## config.mk

```make
export PLATFORM = sky130hd
export DESIGN_NAME = decode_issue_stage
export DESIGN_NICKNAME = d
export VERILOG_FILES = /design/src/rtl/decode_issue_stage.sv
export SDC_FILE = /design/constraint.sdc
export NUM_CORES = 1
export LEC_CHECK = 0
export BUFFER_PORTS_ARGS = -buffer_cell sky130_fd_sc_hd__buf_2
export CORE_UTILIZATION = 58
export CTS_BUF_LIST = sky130_fd_sc_hd__clkbuf_16
export DETAILED_ROUTE_END_ITERATION = 10
export PLACE_DENSITY_LB_ADDON = 0.08
export SLEW_MARGIN = 20
export SYNTH_ARGS = -nofsm -noshare
export SYNTH_HDL_FRONTEND = slang
export SYNTH_SLANG_ARGS = --single-unit
```

## constraint.sdc

```tcl
create_clock -name clk_in -period 6.78 [get_ports clk_in]
set_clock_uncertainty 0.2 [all_clocks]
set_input_delay 0.339 -clock clk_in [delete_from_list [all_inputs] [get_ports clk_in]]
set_output_delay 0.339 -clock clk_in [all_outputs]
set_load 0.005 [all_outputs]
```

## src/rtl/decode_issue_stage.sv

```systemverilog
// decode_issue_stage: buffered decode/issue stage between fetch and the ROB/RS/LSB.
// Fetched instructions are held in a circular instruction queue. The queue head
// is decoded from inst[6:0], its operands are resolved, and at most one
// instruction per cycle leaves through the registered issue_* port.
// Optional feature macro: DC_CDB_FWD_EN enables same-cycle forwarding from the
// CDB channels. Without it the CDB ports are ignored.
module decode_issue_stage #(
   parameter int IQ_DEPTH  = 4,
   parameter int ROB_IDX_W = 4,
   parameter int CDB_N     = 2
) (
   input  logic                        clk_in,
   input  logic                        rst_in,
   input  logic                        rdy_in,
   input  logic                        clr_in,
   input  logic                        if_valid,
   input  logic [31:0]                 if_inst,
   input  logic [31:0]                 if_pc,
   input  logic                        if_pred_br,
   output logic                        iq_full,
   input  logic                        rob_full,
   input  logic                        rs_full,
   input  logic                        lsb_full,
   output logic [4:0]                  reg_rs1_pos,
   output logic [4:0]                  reg_rs2_pos,
   input  logic [31:0]                 reg_rs1_val,
   input  logic [31:0]                 reg_rs2_val,
   input  logic [ROB_IDX_W-1:0]        reg_rs1_dep,
   input  logic [ROB_IDX_W-1:0]        reg_rs2_dep,
   output logic [ROB_IDX_W-1:0]        rob_rs1_check,
   output logic [ROB_IDX_W-1:0]        rob_rs2_check,
   input  logic                        rob_rs1_ready,
   input  logic                        rob_rs2_ready,
   input  logic [31:0]                 rob_rs1_val,
   input  logic [31:0]                 rob_rs2_val,
   input  logic [ROB_IDX_W-1:0]        rob_rename_index,
   input  logic [CDB_N-1:0]            cdb_valid,
   input  logic [CDB_N*ROB_IDX_W-1:0]  cdb_idx,
   input  logic [CDB_N*32-1:0]         cdb_val,
   output logic                        issue_ready,
   output logic                        issue_rs_ready,
   output logic                        issue_lsb_ready,
   output logic [ROB_IDX_W-1:0]        issue_rob_index,
   output logic [5:0]                  issue_op,
   output logic [4:0]                  issue_rd,
   output logic [31:0]                 issue_rs1_val,
   output logic [31:0]                 issue_rs2_val,
   output logic [ROB_IDX_W-1:0]        issue_rs1_depend,
   output logic [ROB_IDX_W-1:0]        issue_rs2_depend,
   output logic [31:0]                 issue_imm,
   output logic [31:0]                 issue_pc,
   output logic                        issue_pred_br,
   output logic [15:0]                 illegal_cnt
);

   localparam int PTR_W = $clog2(IQ_DEPTH);
   localparam int CNT_W = PTR_W + 1;

   // Operation encoding shared with the RS/LSB
   localparam logic [5:0] OPENUM_NOP   = 6'd0;
   localparam logic [5:0] OPENUM_LUI   = 6'd1;
   localparam logic [5:0] OPENUM_AUIPC = 6'd2;
   localparam logic [5:0] OPENUM_JAL   = 6'd3;
   localparam logic [5:0] OPENUM_JALR  = 6'd4;
   localparam logic [5:0] OPENUM_BEQ   = 6'd5;
   localparam logic [5:0] OPENUM_BNE   = 6'd6;
   localparam logic [5:0] OPENUM_BLT   = 6'd7;
   localparam logic [5:0] OPENUM_BGE   = 6'd8;
   localparam logic [5:0] OPENUM_BLTU  = 6'd9;
   localparam logic [5:0] OPENUM_BGEU  = 6'd10;
   localparam logic [5:0] OPENUM_LB    = 6'd11;
   localparam logic [5:0] OPENUM_LH    = 6'd12;
   localparam logic [5:0] OPENUM_LW    = 6'd13;
   localparam logic [5:0] OPENUM_LBU   = 6'd14;
   localparam logic [5:0] OPENUM_LHU   = 6'd15;
   localparam logic [5:0] OPENUM_SB    = 6'd16;
   localparam logic [5:0] OPENUM_SH    = 6'd17;
   localparam logic [5:0] OPENUM_SW    = 6'd18;
   localparam logic [5:0] OPENUM_ADDI  = 6'd19;
   localparam logic [5:0] OPENUM_SLTI  = 6'd20;
   localparam logic [5:0] OPENUM_SLTIU = 6'd21;
   localparam logic [5:0] OPENUM_XORI  = 6'd22;
   localparam logic [5:0] OPENUM_ORI   = 6'd23;
   localparam logic [5:0] OPENUM_ANDI  = 6'd24;
   localparam logic [5:0] OPENUM_SLLI  = 6'd25;
   localparam logic [5:0] OPENUM_SRLI  = 6'd26;
   localparam logic [5:0] OPENUM_SRAI  = 6'd27;
   localparam logic [5:0] OPENUM_ADD   = 6'd28;
   localparam logic [5:0] OPENUM_SUB   = 6'd29;
   localparam logic [5:0] OPENUM_SLL   = 6'd30;
   localparam logic [5:0] OPENUM_SLT   = 6'd31;
   localparam logic [5:0] OPENUM_SLTU  = 6'd32;
   localparam logic [5:0] OPENUM_XOR   = 6'd33;
   localparam logic [5:0] OPENUM_SRL   = 6'd34;
   localparam logic [5:0] OPENUM_SRA   = 6'd35;
   localparam logic [5:0] OPENUM_OR    = 6'd36;
   localparam logic [5:0] OPENUM_AND   = 6'd37;

   // Queue state
   logic [31:0]          iq_inst_q [IQ_DEPTH];
   logic [31:0]          iq_inst_d [IQ_DEPTH];
   logic [31:0]          iq_pc_q   [IQ_DEPTH];
   logic [31:0]          iq_pc_d   [IQ_DEPTH];
   logic                 iq_pred_q [IQ_DEPTH];
   logic                 iq_pred_d [IQ_DEPTH];
   logic [PTR_W-1:0]     wr_ptr_q, wr_ptr_d;
   logic [PTR_W-1:0]     rd_ptr_q, rd_ptr_d;
   logic [CNT_W-1:0]     count_q, count_d;

   // Issue port registers
   logic                 issue_ready_q, issue_ready_d;
   logic                 issue_rs_ready_q, issue_rs_ready_d;
   logic                 issue_lsb_ready_q, issue_lsb_ready_d;
   logic [ROB_IDX_W-1:0] issue_rob_index_q, issue_rob_index_d;
   logic [5:0]           issue_op_q, issue_op_d;
   logic [4:0]           issue_rd_q, issue_rd_d;
   logic [31:0]          issue_rs1_val_q, issue_rs1_val_d;
   logic [31:0]          issue_rs2_val_q, issue_rs2_val_d;
   logic [ROB_IDX_W-1:0] issue_rs1_dep_q, issue_rs1_dep_d;
   logic [ROB_IDX_W-1:0] issue_rs2_dep_q, issue_rs2_dep_d;
   logic [31:0]          issue_imm_q, issue_imm_d;
   logic [31:0]          issue_pc_q, issue_pc_d;
   logic                 issue_pred_q, issue_pred_d;
   logic [15:0]          illegal_cnt_q, illegal_cnt_d;

   // Head of queue and handshake terms
   logic [31:0]          head_inst_s;
   logic [31:0]          head_pc_s;
   logic                 head_pred_s;
   logic                 head_valid_s;
   logic                 stall_s;
   logic                 push_s;
   logic                 pop_s;

   // Decoder outputs
   logic [5:0]           dec_op_s;
   logic [31:0]          dec_imm_s;
   logic [4:0]           dec_rd_s;
   logic                 dec_illegal_s;
   logic                 dec_lsb_s;
   logic                 dec_no_rs1_s;
   logic                 dec_no_rs2_s;

   // Operand resolution, index 0 = rs1, index 1 = rs2
   logic [ROB_IDX_W-1:0] src_dep_s     [2];
   logic [31:0]          src_reg_val_s [2];
   logic                 src_rob_rdy_s [2];
   logic [31:0]          src_rob_val_s [2];
   logic [31:0]          opnd_val_s    [2];
   logic [ROB_IDX_W-1:0] opnd_dep_s    [2];

   assign head_inst_s  = iq_inst_q[rd_ptr_q];
   assign head_pc_s    = iq_pc_q[rd_ptr_q];
   assign head_pred_s  = iq_pred_q[rd_ptr_q];
   assign head_valid_s = (count_q != {CNT_W{1'b0}});
   assign iq_full      = (count_q == CNT_W'(IQ_DEPTH));
   assign stall_s      = rob_full | rs_full | lsb_full;
   assign push_s       = if_valid & ~iq_full & rdy_in & ~clr_in;
   assign pop_s        = head_valid_s & ~stall_s & rdy_in & ~clr_in;

   assign reg_rs1_pos   = head_inst_s[19:15];
   assign reg_rs2_pos   = head_inst_s[24:20];
   assign rob_rs1_check = reg_rs1_dep;
   assign rob_rs2_check = reg_rs2_dep;

   assign src_dep_s[0]     = reg_rs1_dep;
   assign src_dep_s[1]     = reg_rs2_dep;
   assign src_reg_val_s[0] = reg_rs1_val;
   assign src_reg_val_s[1] = reg_rs2_val;
   assign src_rob_rdy_s[0] = rob_rs1_ready;
   assign src_rob_rdy_s[1] = rob_rs2_ready;
   assign src_rob_val_s[0] = rob_rs1_val;
   assign src_rob_val_s[1] = rob_rs2_val;

`ifndef DC_CDB_FWD_EN
   // CDB broadcasts are intentionally ignored in this build
   logic unused_cdb_s;
   assign unused_cdb_s = ^{cdb_valid, cdb_idx, cdb_val};
`endif

   // Decode the queue head: operation, immediate, destination, target unit, legality
   always_comb begin
      dec_op_s      = OPENUM_NOP;
      dec_imm_s     = 32'h0;
      dec_rd_s      = head_inst_s[11:7];
      dec_illegal_s = 1'b0;
      dec_lsb_s     = 1'b0;
      dec_no_rs1_s  = 1'b0;
      dec_no_rs2_s  = 1'b0;
      case (head_inst_s[6:0])
         7'b0110111: begin
            dec_op_s = OPENUM_LUI;   dec_imm_s = {head_inst_s[31:12], 12'h0};
            dec_no_rs1_s = 1'b1;     dec_no_rs2_s = 1'b1;
         end
         7'b0010111: begin
            dec_op_s = OPENUM_AUIPC; dec_imm_s = {head_inst_s[31:12], 12'h0};
            dec_no_rs1_s = 1'b1;     dec_no_rs2_s = 1'b1;
         end
         7'b1101111: begin
            dec_op_s  = OPENUM_JAL;
            dec_imm_s = {{11{head_inst_s[31]}}, head_inst_s[31], head_inst_s[19:12],
                         head_inst_s[20], head_inst_s[30:21], 1'b0};
            dec_no_rs1_s = 1'b1;     dec_no_rs2_s = 1'b1;
         end
         7'b1100111: begin
            dec_op_s      = OPENUM_JALR;
            dec_imm_s     = {{20{head_inst_s[31]}}, head_inst_s[31:20]};
            dec_no_rs2_s  = 1'b1;
            dec_illegal_s = (head_inst_s[14:12] != 3'b000);
         end
         7'b1100011: begin
            dec_rd_s  = 5'd0;
            dec_imm_s = {{19{head_inst_s[31]}}, head_inst_s[31], head_inst_s[7],
                         head_inst_s[30:25], head_inst_s[11:8], 1'b0};
            case (head_inst_s[14:12])
               3'b000:  dec_op_s = OPENUM_BEQ;
               3'b001:  dec_op_s = OPENUM_BNE;
               3'b100:  dec_op_s = OPENUM_BLT;
               3'b101:  dec_op_s = OPENUM_BGE;
               3'b110:  dec_op_s = OPENUM_BLTU;
               3'b111:  dec_op_s = OPENUM_BGEU;
               default: dec_illegal_s = 1'b1;
            endcase
         end
         7'b0000011: begin
            dec_lsb_s = 1'b1;
            dec_imm_s = {{20{head_inst_s[31]}}, head_inst_s[31:20]};
            case (head_inst_s[14:12])
               3'b000:  dec_op_s = OPENUM_LB;
               3'b001:  dec_op_s = OPENUM_LH;
               3'b010:  dec_op_s = OPENUM_LW;
               3'b100:  dec_op_s = OPENUM_LBU;
               3'b101:  dec_op_s = OPENUM_LHU;
               default: dec_illegal_s = 1'b1;
            endcase
         end
         7'b0100011: begin
            dec_lsb_s = 1'b1;
            dec_rd_s  = 5'd0;
            dec_imm_s = {{20{head_inst_s[31]}}, head_inst_s[31:25], head_inst_s[11:7]};
            case (head_inst_s[14:12])
               3'b000:  dec_op_s = OPENUM_SB;
               3'b001:  dec_op_s = OPENUM_SH;
               3'b010:  dec_op_s = OPENUM_SW;
               default: dec_illegal_s = 1'b1;
            endcase
         end
         7'b0010011: begin
            dec_imm_s = {{20{head_inst_s[31]}}, head_inst_s[31:20]};
            case (head_inst_s[14:12])
               3'b000:  dec_op_s = OPENUM_ADDI;
               3'b010:  dec_op_s = OPENUM_SLTI;
               3'b011:  dec_op_s = OPENUM_SLTIU;
               3'b100:  dec_op_s = OPENUM_XORI;
               3'b110:  dec_op_s = OPENUM_ORI;
               3'b111:  dec_op_s = OPENUM_ANDI;
               3'b001: begin
                  dec_op_s      = OPENUM_SLLI;
                  dec_illegal_s = (head_inst_s[31:25] != 7'b0000000);
               end
               3'b101: begin
                  if (head_inst_s[31:25] == 7'b0000000) begin
                     dec_op_s = OPENUM_SRLI;
                  end else if (head_inst_s[31:25] == 7'b0100000) begin
                     dec_op_s = OPENUM_SRAI;
                  end else begin
                     dec_illegal_s = 1'b1;
                  end
               end
               default: dec_illegal_s = 1'b1;
            endcase
         end
         7'b0110011: begin
            case ({head_inst_s[31:25], head_inst_s[14:12]})
               10'b0000000_000: dec_op_s = OPENUM_ADD;
               10'b0100000_000: dec_op_s = OPENUM_SUB;
               10'b0000000_001: dec_op_s = OPENUM_SLL;
               10'b0000000_010: dec_op_s = OPENUM_SLT;
               10'b0000000_011: dec_op_s = OPENUM_SLTU;
               10'b0000000_100: dec_op_s = OPENUM_XOR;
               10'b0000000_101: dec_op_s = OPENUM_SRL;
               10'b0100000_101: dec_op_s = OPENUM_SRA;
               10'b0000000_110: dec_op_s = OPENUM_OR;
               10'b0000000_111: dec_op_s = OPENUM_AND;
               default:         dec_illegal_s = 1'b1;
            endcase
         end
         default: dec_illegal_s = 1'b1;
      endcase
   end

   // Resolve each source: register file, then ROB, then (optionally) lowest CDB channel
   always_comb begin
      logic hit_v;
      for (int s = 0; s < 2; s++) begin
         opnd_val_s[s] = 32'h0;
         opnd_dep_s[s] = src_dep_s[s];
         hit_v         = 1'b0;
         if (src_dep_s[s] == {ROB_IDX_W{1'b0}}) begin
            opnd_val_s[s] = src_reg_val_s[s];
         end else if (src_rob_rdy_s[s]) begin
            opnd_val_s[s] = src_rob_val_s[s];
            opnd_dep_s[s] = {ROB_IDX_W{1'b0}};
         end else begin
`ifdef DC_CDB_FWD_EN
            for (int k = 0; k < CDB_N; k++) begin
               if (!hit_v && cdb_valid[k] &&
                   (cdb_idx[k*ROB_IDX_W +: ROB_IDX_W] == src_dep_s[s])) begin
                  hit_v         = 1'b1;
                  opnd_val_s[s] = cdb_val[k*32 +: 32];
                  opnd_dep_s[s] = {ROB_IDX_W{1'b0}};
               end else begin
                  hit_v = hit_v;
               end
            end
`else
            opnd_val_s[s] = 32'h0;
`endif
         end
      end
   end

   // Next-state for queue pointers/storage, issue registers and illegal counter
   always_comb begin
      iq_inst_d         = iq_inst_q;
      iq_pc_d           = iq_pc_q;
      iq_pred_d         = iq_pred_q;
      wr_ptr_d          = wr_ptr_q;
      rd_ptr_d          = rd_ptr_q;
      count_d           = count_q;
      issue_ready_d     = issue_ready_q;
      issue_rs_ready_d  = issue_rs_ready_q;
      issue_lsb_ready_d = issue_lsb_ready_q;
      issue_rob_index_d = issue_rob_index_q;
      issue_op_d        = issue_op_q;
      issue_rd_d        = issue_rd_q;
      issue_rs1_val_d   = issue_rs1_val_q;
      issue_rs2_val_d   = issue_rs2_val_q;
      issue_rs1_dep_d   = issue_rs1_dep_q;
      issue_rs2_dep_d   = issue_rs2_dep_q;
      issue_imm_d       = issue_imm_q;
      issue_pc_d        = issue_pc_q;
      issue_pred_d      = issue_pred_q;
      illegal_cnt_d     = illegal_cnt_q;
      if (!rdy_in) begin
         issue_ready_d = issue_ready_q;
      end else if (clr_in) begin
         wr_ptr_d          = {PTR_W{1'b0}};
         rd_ptr_d          = {PTR_W{1'b0}};
         count_d           = {CNT_W{1'b0}};
         issue_ready_d     = 1'b0;
         issue_rs_ready_d  = 1'b0;
         issue_lsb_ready_d = 1'b0;
      end else begin
         issue_ready_d     = 1'b0;
         issue_rs_ready_d  = 1'b0;
         issue_lsb_ready_d = 1'b0;
         if (push_s) begin
            iq_inst_d[wr_ptr_q] = if_inst;
            iq_pc_d[wr_ptr_q]   = if_pc;
            iq_pred_d[wr_ptr_q] = if_pred_br;
            wr_ptr_d            = wr_ptr_q + PTR_W'(1);
         end else begin
            wr_ptr_d = wr_ptr_q;
         end
         if (pop_s) begin
            rd_ptr_d = rd_ptr_q + PTR_W'(1);
         end else begin
            rd_ptr_d = rd_ptr_q;
         end
         if (push_s && !pop_s) begin
            count_d = count_q + CNT_W'(1);
         end else if (pop_s && !push_s) begin
            count_d = count_q - CNT_W'(1);
         end else begin
            count_d = count_q;
         end
         if (pop_s && dec_illegal_s) begin
            if (illegal_cnt_q != 16'hFFFF) begin
               illegal_cnt_d = illegal_cnt_q + 16'd1;
            end else begin
               illegal_cnt_d = illegal_cnt_q;
            end
         end else if (pop_s) begin
            issue_ready_d     = 1'b1;
            issue_rs_ready_d  = ~dec_lsb_s;
            issue_lsb_ready_d = dec_lsb_s;
            issue_rob_index_d = rob_rename_index;
            issue_op_d        = dec_op_s;
            issue_rd_d        = dec_rd_s;
            issue_imm_d       = dec_imm_s;
            issue_pc_d        = head_pc_s;
            issue_pred_d      = head_pred_s;
            if (dec_no_rs1_s) begin
               issue_rs1_val_d = 32'h0;
               issue_rs1_dep_d = {ROB_IDX_W{1'b0}};
            end else begin
               issue_rs1_val_d = opnd_val_s[0];
               issue_rs1_dep_d = opnd_dep_s[0];
            end
            if (dec_no_rs2_s) begin
               issue_rs2_val_d = 32'h0;
               issue_rs2_dep_d = {ROB_IDX_W{1'b0}};
            end else begin
               issue_rs2_val_d = opnd_val_s[1];
               issue_rs2_dep_d = opnd_dep_s[1];
            end
         end else begin
            illegal_cnt_d = illegal_cnt_q;
         end
      end
   end

   // State registers with synchronous active-high reset
   always_ff @(posedge clk_in) begin
      if (rst_in) begin
         iq_inst_q         <= '{default: 32'h0};
         iq_pc_q           <= '{default: 32'h0};
         iq_pred_q         <= '{default: 1'b0};
         wr_ptr_q          <= {PTR_W{1'b0}};
         rd_ptr_q          <= {PTR_W{1'b0}};
         count_q           <= {CNT_W{1'b0}};
         issue_ready_q     <= 1'b0;
         issue_rs_ready_q  <= 1'b0;
         issue_lsb_ready_q <= 1'b0;
         issue_rob_index_q <= {ROB_IDX_W{1'b0}};
         issue_op_q        <= 6'd0;
         issue_rd_q        <= 5'd0;
         issue_rs1_val_q   <= 32'h0;
         issue_rs2_val_q   <= 32'h0;
         issue_rs1_dep_q   <= {ROB_IDX_W{1'b0}};
         issue_rs2_dep_q   <= {ROB_IDX_W{1'b0}};
         issue_imm_q       <= 32'h0;
         issue_pc_q        <= 32'h0;
         issue_pred_q      <= 1'b0;
         illegal_cnt_q     <= 16'h0;
      end else begin
         iq_inst_q         <= iq_inst_d;
         iq_pc_q           <= iq_pc_d;
         iq_pred_q         <= iq_pred_d;
         wr_ptr_q          <= wr_ptr_d;
         rd_ptr_q          <= rd_ptr_d;
         count_q           <= count_d;
         issue_ready_q     <= issue_ready_d;
         issue_rs_ready_q  <= issue_rs_ready_d;
         issue_lsb_ready_q <= issue_lsb_ready_d;
         issue_rob_index_q <= issue_rob_index_d;
         issue_op_q        <= issue_op_d;
         issue_rd_q        <= issue_rd_d;
         issue_rs1_val_q   <= issue_rs1_val_d;
         issue_rs2_val_q   <= issue_rs2_val_d;
         issue_rs1_dep_q   <= issue_rs1_dep_d;
         issue_rs2_dep_q   <= issue_rs2_dep_d;
         issue_imm_q       <= issue_imm_d;
         issue_pc_q        <= issue_pc_d;
         issue_pred_q      <= issue_pred_d;
         illegal_cnt_q     <= illegal_cnt_d;
      end
   end

   assign issue_ready      = issue_ready_q;
   assign issue_rs_ready   = issue_rs_ready_q;
   assign issue_lsb_ready  = issue_lsb_ready_q;
   assign issue_rob_index  = issue_rob_index_q;
   assign issue_op         = issue_op_q;
   assign issue_rd         = issue_rd_q;
   assign issue_rs1_val    = issue_rs1_val_q;
   assign issue_rs2_val    = issue_rs2_val_q;
   assign issue_rs1_depend = issue_rs1_dep_q;
   assign issue_rs2_depend = issue_rs2_dep_q;
   assign issue_imm        = issue_imm_q;
   assign issue_pc         = issue_pc_q;
   assign issue_pred_br    = issue_pred_q;
   assign illegal_cnt      = illegal_cnt_q;

endmodule

```

======== After elaboration in Yosys (flattened, before gate mapping) ========
Index checks and enable logic that the tools add are counted.
storage, ports and cells
  word-level logic and storage cells ...... 178
  output and inout bits ................... 190
  flip-flop bits (word level) ............. 438
  bits of input ports ..................... 289
cells by class
  reduce and logical (&&, ||, !) cells .... 33
  muxes and demuxes ....................... 65
  equality and inequality tests ........... 28
  add/subtract/negate cells ............... 5
  order comparisons ....................... 3
  bitwise gates (word level) .............. 15
operators by type and width
  operator                                                          number
  32-bit two-way mux                                                11
  128-bit bitwise mux                                               2
  32-bit one-hot mux with 5 select lines                            1
  32-bit binary-select mux with 2-bit select                        2
  32-bit demux with 2-bit select                                    1
  6-bit one-hot mux with 10 select lines                            1
  6-bit one-hot mux with 9 select lines                             1
  6-bit one-hot mux with 8 select lines                             1
  10-bit by 3-bit == test with 1-bit output, second input constant  4
  7-bit by 6-bit == test with 1-bit output, second input constant   4
  4-bit two-way mux                                                 6
  4-bit one-hot mux with 6 select lines                             1
  7-bit == test, second input constant                              3
  1-bit two-way mux                                                 21
  10-bit by 2-bit == test with 1-bit output, second input constant  2
  10-bit by 9-bit == test with 1-bit output, second input constant  2
  4-bit one-hot mux with 5 select lines                             1
  16-bit by 1-bit adder with 16-bit output, second input constant   1
  16-bit != test, second input constant                             1
  3-bit == test, second input constant                              5
  5-bit two-way mux                                                 3
  5-bit one-hot mux with 3 select lines                             1
  7-bit by 5-bit == test with 1-bit output, second input constant   2
  10-bit by 1-bit == test with 1-bit output, second input constant  1
  37 further kinds                                                  71

======== Logic depth before layout (Yosys ltp) ========
  depth after elaboration ................. 12
  depth in mapped cells ................... 13
  mapped depth without buffers ............ 9

======== Worst setup path after synthesis ========
OpenSTA, ideal clock, no wires.
  kind .................................... reg-to-reg
  start point ............................. reg rd_ptr_q[0]
  end point ............................... reg issue_op_q[2], in the netlist issue_op[2]
  stages on the path, launching flop included .. 13
  clock period less this slack ............ 3.419 ns
  path slack .............................. 3.361 ns
  arrival ................................. 3.084 ns
  buffers on the path ..................... 5
  setup time .............................. 0.134 ns
  required time ........................... 6.446 ns
  cells stage by stage .................... dfxtp_1 > buf_6 > buf_12 > mux4_2 > or4_4 > nor2_4 > a21boi_2 > or4_4 > buf_6 > nor2_1 > buf_2 > buf_2 > a211oi_1
on the way
  word-level cells in the longest chain between the ends .. 12
  elaborated cells between the ends (all ways) .. 57
  those cells by class .................... eq/ne (26); mux (17); bitwise (2); reduce/logical (12)
RTL lines
  item                                                      line  text
  start, declared                                           107   logic [PTR_W-1:0] rd_ptr_q, rd_ptr_d;
  start signal, assigned                                    421   rd_ptr_q <= {PTR_W{1'b0}};
  start signal, assigned                                    442   rd_ptr_q <= rd_ptr_d;
  2-bit inverter with 3-bit output (not written as such) *  152   assign head_inst_s = iq_inst_q[rd_ptr_q];
  32-bit binary-select mux with 2-bit select *              152
  32-bit two-way mux (not written as such) * (2 in a row)   152
  7-bit by 6-bit == test with 1-bit output                  264   end else if (head_inst_s[31:25] == 7'b0100000) begin
  1-bit two-way mux                                         264
  1-bit two-way mux                                         262   if (head_inst_s[31:25] == 7'b0000000) begin
  1-bit one-hot mux with 2 select lines                     250   case (head_inst_s[14:12])
  1-bit one-hot mux with 7 select lines                     190   case (head_inst_s[6:0])
  1-bit logical AND                                         378   if (pop_s && dec_illegal_s) begin
  1-bit inverter (no source line)                           --
  4-bit AND reduction (no source line)                      --
  end signal, assigned                                      448   issue_op_q <= issue_op_d;
  end, declared                                             115   logic [5:0] issue_op_q, issue_op_d;
Mark *: on every way between the ends. The rest lies on a longest branch, timed or not. The select of a mux whose other input is x is not followed.
A chain may end at the register's enable or synchronous reset.

======== Worst setup path in the final report ========
  start point ............................. reg rd_ptr_q[0]
  end point ............................... reg issue_pc_q[15], in the netlist issue_pc[15]
on the way
  word-level cells in the longest chain between the ends .. 12
  elaborated cells between the ends (all ways) .. 53
  those cells by class .................... eq/ne (25); mux (14); bitwise (2); reduce/logical (12)
RTL lines
  item                                                      line      text
  2-bit inverter with 3-bit output (not written as such) *  152, 153
  32-bit binary-select mux with 2-bit select                152
  32-bit two-way mux (not written as such) (2 in a row)     152
  7-bit by 6-bit == test with 1-bit output                  264
  1-bit two-way mux                                         264
  1-bit two-way mux                                         262
  1-bit one-hot mux with 2 select lines                     250
  1-bit one-hot mux with 7 select lines                     190
  1-bit logical AND                                         378
  1-bit inverter (no source line)                           --
  4-bit AND reduction (no source line)                      --
  end signal, assigned                                      455       issue_pc_q <= issue_pc_d;
  end, declared                                             122       logic [31:0] issue_pc_q, issue_pc_d;
Marked as above.

==> flow_summary.yaml <==
run_status:
  status: "finished, final reports clean"
setup_path:
  worstSetupPathType: "reg -> reg"
  worstReg2RegStart: "rd_ptr_q[0]$_SDFFE_PP0P_"
  worstPathMaxFanout: 78
  startpoint: "rd_ptr_q[0]$_SDFFE_PP0P_"
  worst-r2r-setup-slack_ns: 1.80
  reg2regPathDepth: 8
  crit_end: "issue_pc[15]$_SDFFE_PP0P_"
  r2r_end: "issue_pc[15]$_SDFFE_PP0P_"
  worst_ep_arrival_time_ns: 5.25
  endpoint_kind: "register"
  worst_setup_path_start_kind: "register"
  cp.required_ns: 7.04
route:
  finalWirelength_mm: 66.06
  drc_errors: 0
  first_pass_iters: 8
  routedWlPerCell_um: 19.89
  ant_nets: 0
  num_vias: 19990
  avgViaCountPerCell: 6.018
  drtIter0Drc: 2048
synth:
  seq_area_frac_synth_pct: 45.24
  yosys.area.top_type: "dfxtp_1"
  synth_cell_types: 63
  ys_seq_elements: 438
  syn-cell-area_um2: 19380
  async_flop_share_pct: 0
  synth_edf_count: 0
  yosysWarnings: 0
  ys.flop_type: "dfxtp_1"
  synth_top_area_share_pct: 45.24
  synth.area.top_cells: "dfxtp_1 45%, a21oi_1 14%, nand2_1 12%, mux4_2 7.4%, nand3_1 4.5%"
  syn_inst: 2434
  syn-mean-instance-area_um2: 7.963
  syn-num-nets: 2729
clock_network:
  cts-buffers-inserted: 46
  clk_path_buf_depth: 3
  clk_pin_slew_worst_paths_ns: 0.06
  cts_htree_levels: 2
  clock-root-buffer: "clkbuf_16"
  cts_tree: "built"
  insertion_delay_ns: 0.57
  cts_sinks: 438
floorplan:
  initial_utilization_pct: 59.27
  io_pins: 479
  die_w_um: 184.8
  core_area_um2: 32700
  die_h_um: 184.8
  rows: 66
  die_area_um2: 34150
global_route:
  grt_remaining_overflow: 0
  grt_max_degree: 283
  antenna_found_initial: 10
  grt_pass1_vias: 18660
  grt_pass1_wl_mm: 100.2
  grt_use_total_pct: 37.09
sta:
  setup_violations: 0
  final-hold-violation-count: 0
  fin_crit_ns: 4.984
  worst_slew_pin_slew_ns: 1.086
  slew-limit-headroom_pct: 26.90
  period_share_pct: 73.52
  finalSetupTns_ns: 0
  fmax_mhz: 200.6
  drv_slew: 0
  rsz0062_at_grt: "false"
  worst_slack_ns: 1.796
cells_and_area:
  layout-drive-gt1-share_pct: 20.32
  multi_input_area_um2: 9642
  final_nets: 3129
  syn_to_final_growth_pct: 25.94
  seq_area_um2: 8776
  fillers: 2526
power:
  power-per-cell-area_nw_per_um2: 222.2
  ir_worst_vdd_v: 0.0002335
  p_leak_nw: 8.994
place:
  gp_congestion: 0.9031
  place_hpwl_mm: 38.45
  io_buffers: 404
  pre_cts_ws_ns: 1.921
run:
  max_cap_viol_count: 0
worst_hold_path:
  min_path_type: "in -> reg"
[cell usage after synthesis, types with 2 or more instances]
cell and instances:
dfxtp_1 438, mux4_2 64, nor2_1 28, inv_1 12, buf_1 26, o21ai_0 136
a21oi_1 528, or4_4 2, nand3_1 173, nand2b_1 7, and3_1 4, o211ai_1 2
o31ai_1 11, mux2i_1 3, or2_2 3, nor4_2 2, buf_4 10, buf_2 18
a22oi_1 11, clkbuf_1 184, nor3b_1 3, a311oi_1 3, nor3_1 15, buf_6 3
a211oi_1 28, a2111oi_0 2, a31o_2 2, and2_1 7, nor4_1 10, ha_1 5
nand2_1 610, nand4_1 24, a31oi_1 2, xnor2_1 2, nand3b_1 4, nor2b_1 8
or3_1 4, or4_1 14, o21a_1 2
[sequential cells by signal, indices dropped and copies added (netlist names), 5 cells and up]
register / flops
iq_inst_q: 128
iq_pc_q: 128
issue_imm: 32
issue_pc: 32
issue_rs1_val: 32
issue_rs2_val: 32
illegal_cnt: 16
issue_op: 6
issue_rd: 5
[worst min-delay path by stage]
stage / end / cells past startpoint / from
2_1_floorplan: iq_inst_q[34]$_SDFFE_PP0P_ / 2 / iq_inst_q[34]$_SDFFE_PP0P_
3_3_place_gp: iq_pc_q[60]$_SDFFE_PP0P_ / 2 / iq_pc_q[60]$_SDFFE_PP0P_
3_5_place_dp: iq_pc_q[84]$_SDFFE_PP0P_ / 2 / iq_pc_q[84]$_SDFFE_PP0P_
4_1_cts: issue_rs2_val[25]$_SDFFE_PP0P_ / 5 / rob_rs2_val[25]
5_1_grt: issue_rs2_val[19]$_SDFFE_PP0P_ / 5 / reg_rs2_val[19]
6_report: issue_rs2_val[14]$_SDFFE_PP0P_ / 5 / rob_rs2_val[14]
[metal layers]
metal / vias up / global-route usage, % / share of wire [%]
met5: - / 0.4444 / 0
met4: 0 / 18.61 / 4.9
met3: 217 / 8.691 / 9.9
met2: 1081 / 59.98 / 47
met1: 9389 / 46.32 / 39
li1: 9298 / - / -
[cells in the final DEF (no fill, tap or decap), types with 48 or more instances in the layout]
master / count
nand2_1: 606
a21oi_1: 528
dfxtp_1: 436
buf_2: 403
nand3_1: 173
dlygate4sd3_1: 171
o21ai_0: 136
mux4_2: 64
clkbuf_16: 48
[power by group]
part	switching [mW]	internal [mW]
sequential	0.00829	2.59
clock	1.06	1.40
combinational	0.202	0.171
[logic make-up (layout without fill, tap and decap cells)]
kind of cell / Yosys count / in the layout / share of synthesized area (%)
muxes: 69 / 69 / 7.708
xor gates and xnor gates: 3 / 3 / 0.1356
AOI/OAI and AO/OA: 736 / 736 / 20.02
adders and majority gates: 7 / 7 / 0.4777
and+or+nand+nor: 927 / 927 / 20.99
DFF: 438 / 438 / 45.24
buffers and inverters: 254 / 689 / 5.429
other: 0 / 10 / 0
[timing repair]
| action | CTS | global route |
|---|---|---|
| gates resized for setup | 0 | 0 |
| buffers inserted | 0 | 0 |
| hold buffers | 171 | 0 |
| hold endpoints to repair | 329 | 0 |
[cell type report]
type / instances / area share (%)
multi-input cells: 1742 / 39.50
flip-flops and latches: 438 / 35.95
repair buffers: 594 / 16.05
clock buffers: 48 / 4.921
well taps: 442 / 2.266
clock inverters: 35 / 1.020
inverters: 12 / 0.1845
diodes: 10 / 0.1025
[stage by stage]
stage	hold WS (ns)	cell area (um2)	total power, mW	cells	utilization (%)
floorplan	0.2331	19380	2.801	2434	-
global placement	0.2377	21190	2.924	3056	64.81
detailed placement	0.2449	21190	2.927	3056	64.81
CTS	0.001444	24360	5.422	3310	74.48
global route	0.02291	24410	5.574	3321	74.64
finish	0.02031	24410	5.425	3321	74.64
[critical path: stages (launching register included)]
cell,delay (ns)
dfxtp_4,0.85
mux4_2,0.74
or2_1,0.38
nor4_2,0.55
nor3b_2,0.41
or4_4,0.70
buf_4,0.58
o21ai_0,0.20
a21oi_1,0.23
Power figures use the tool's default switching activity.
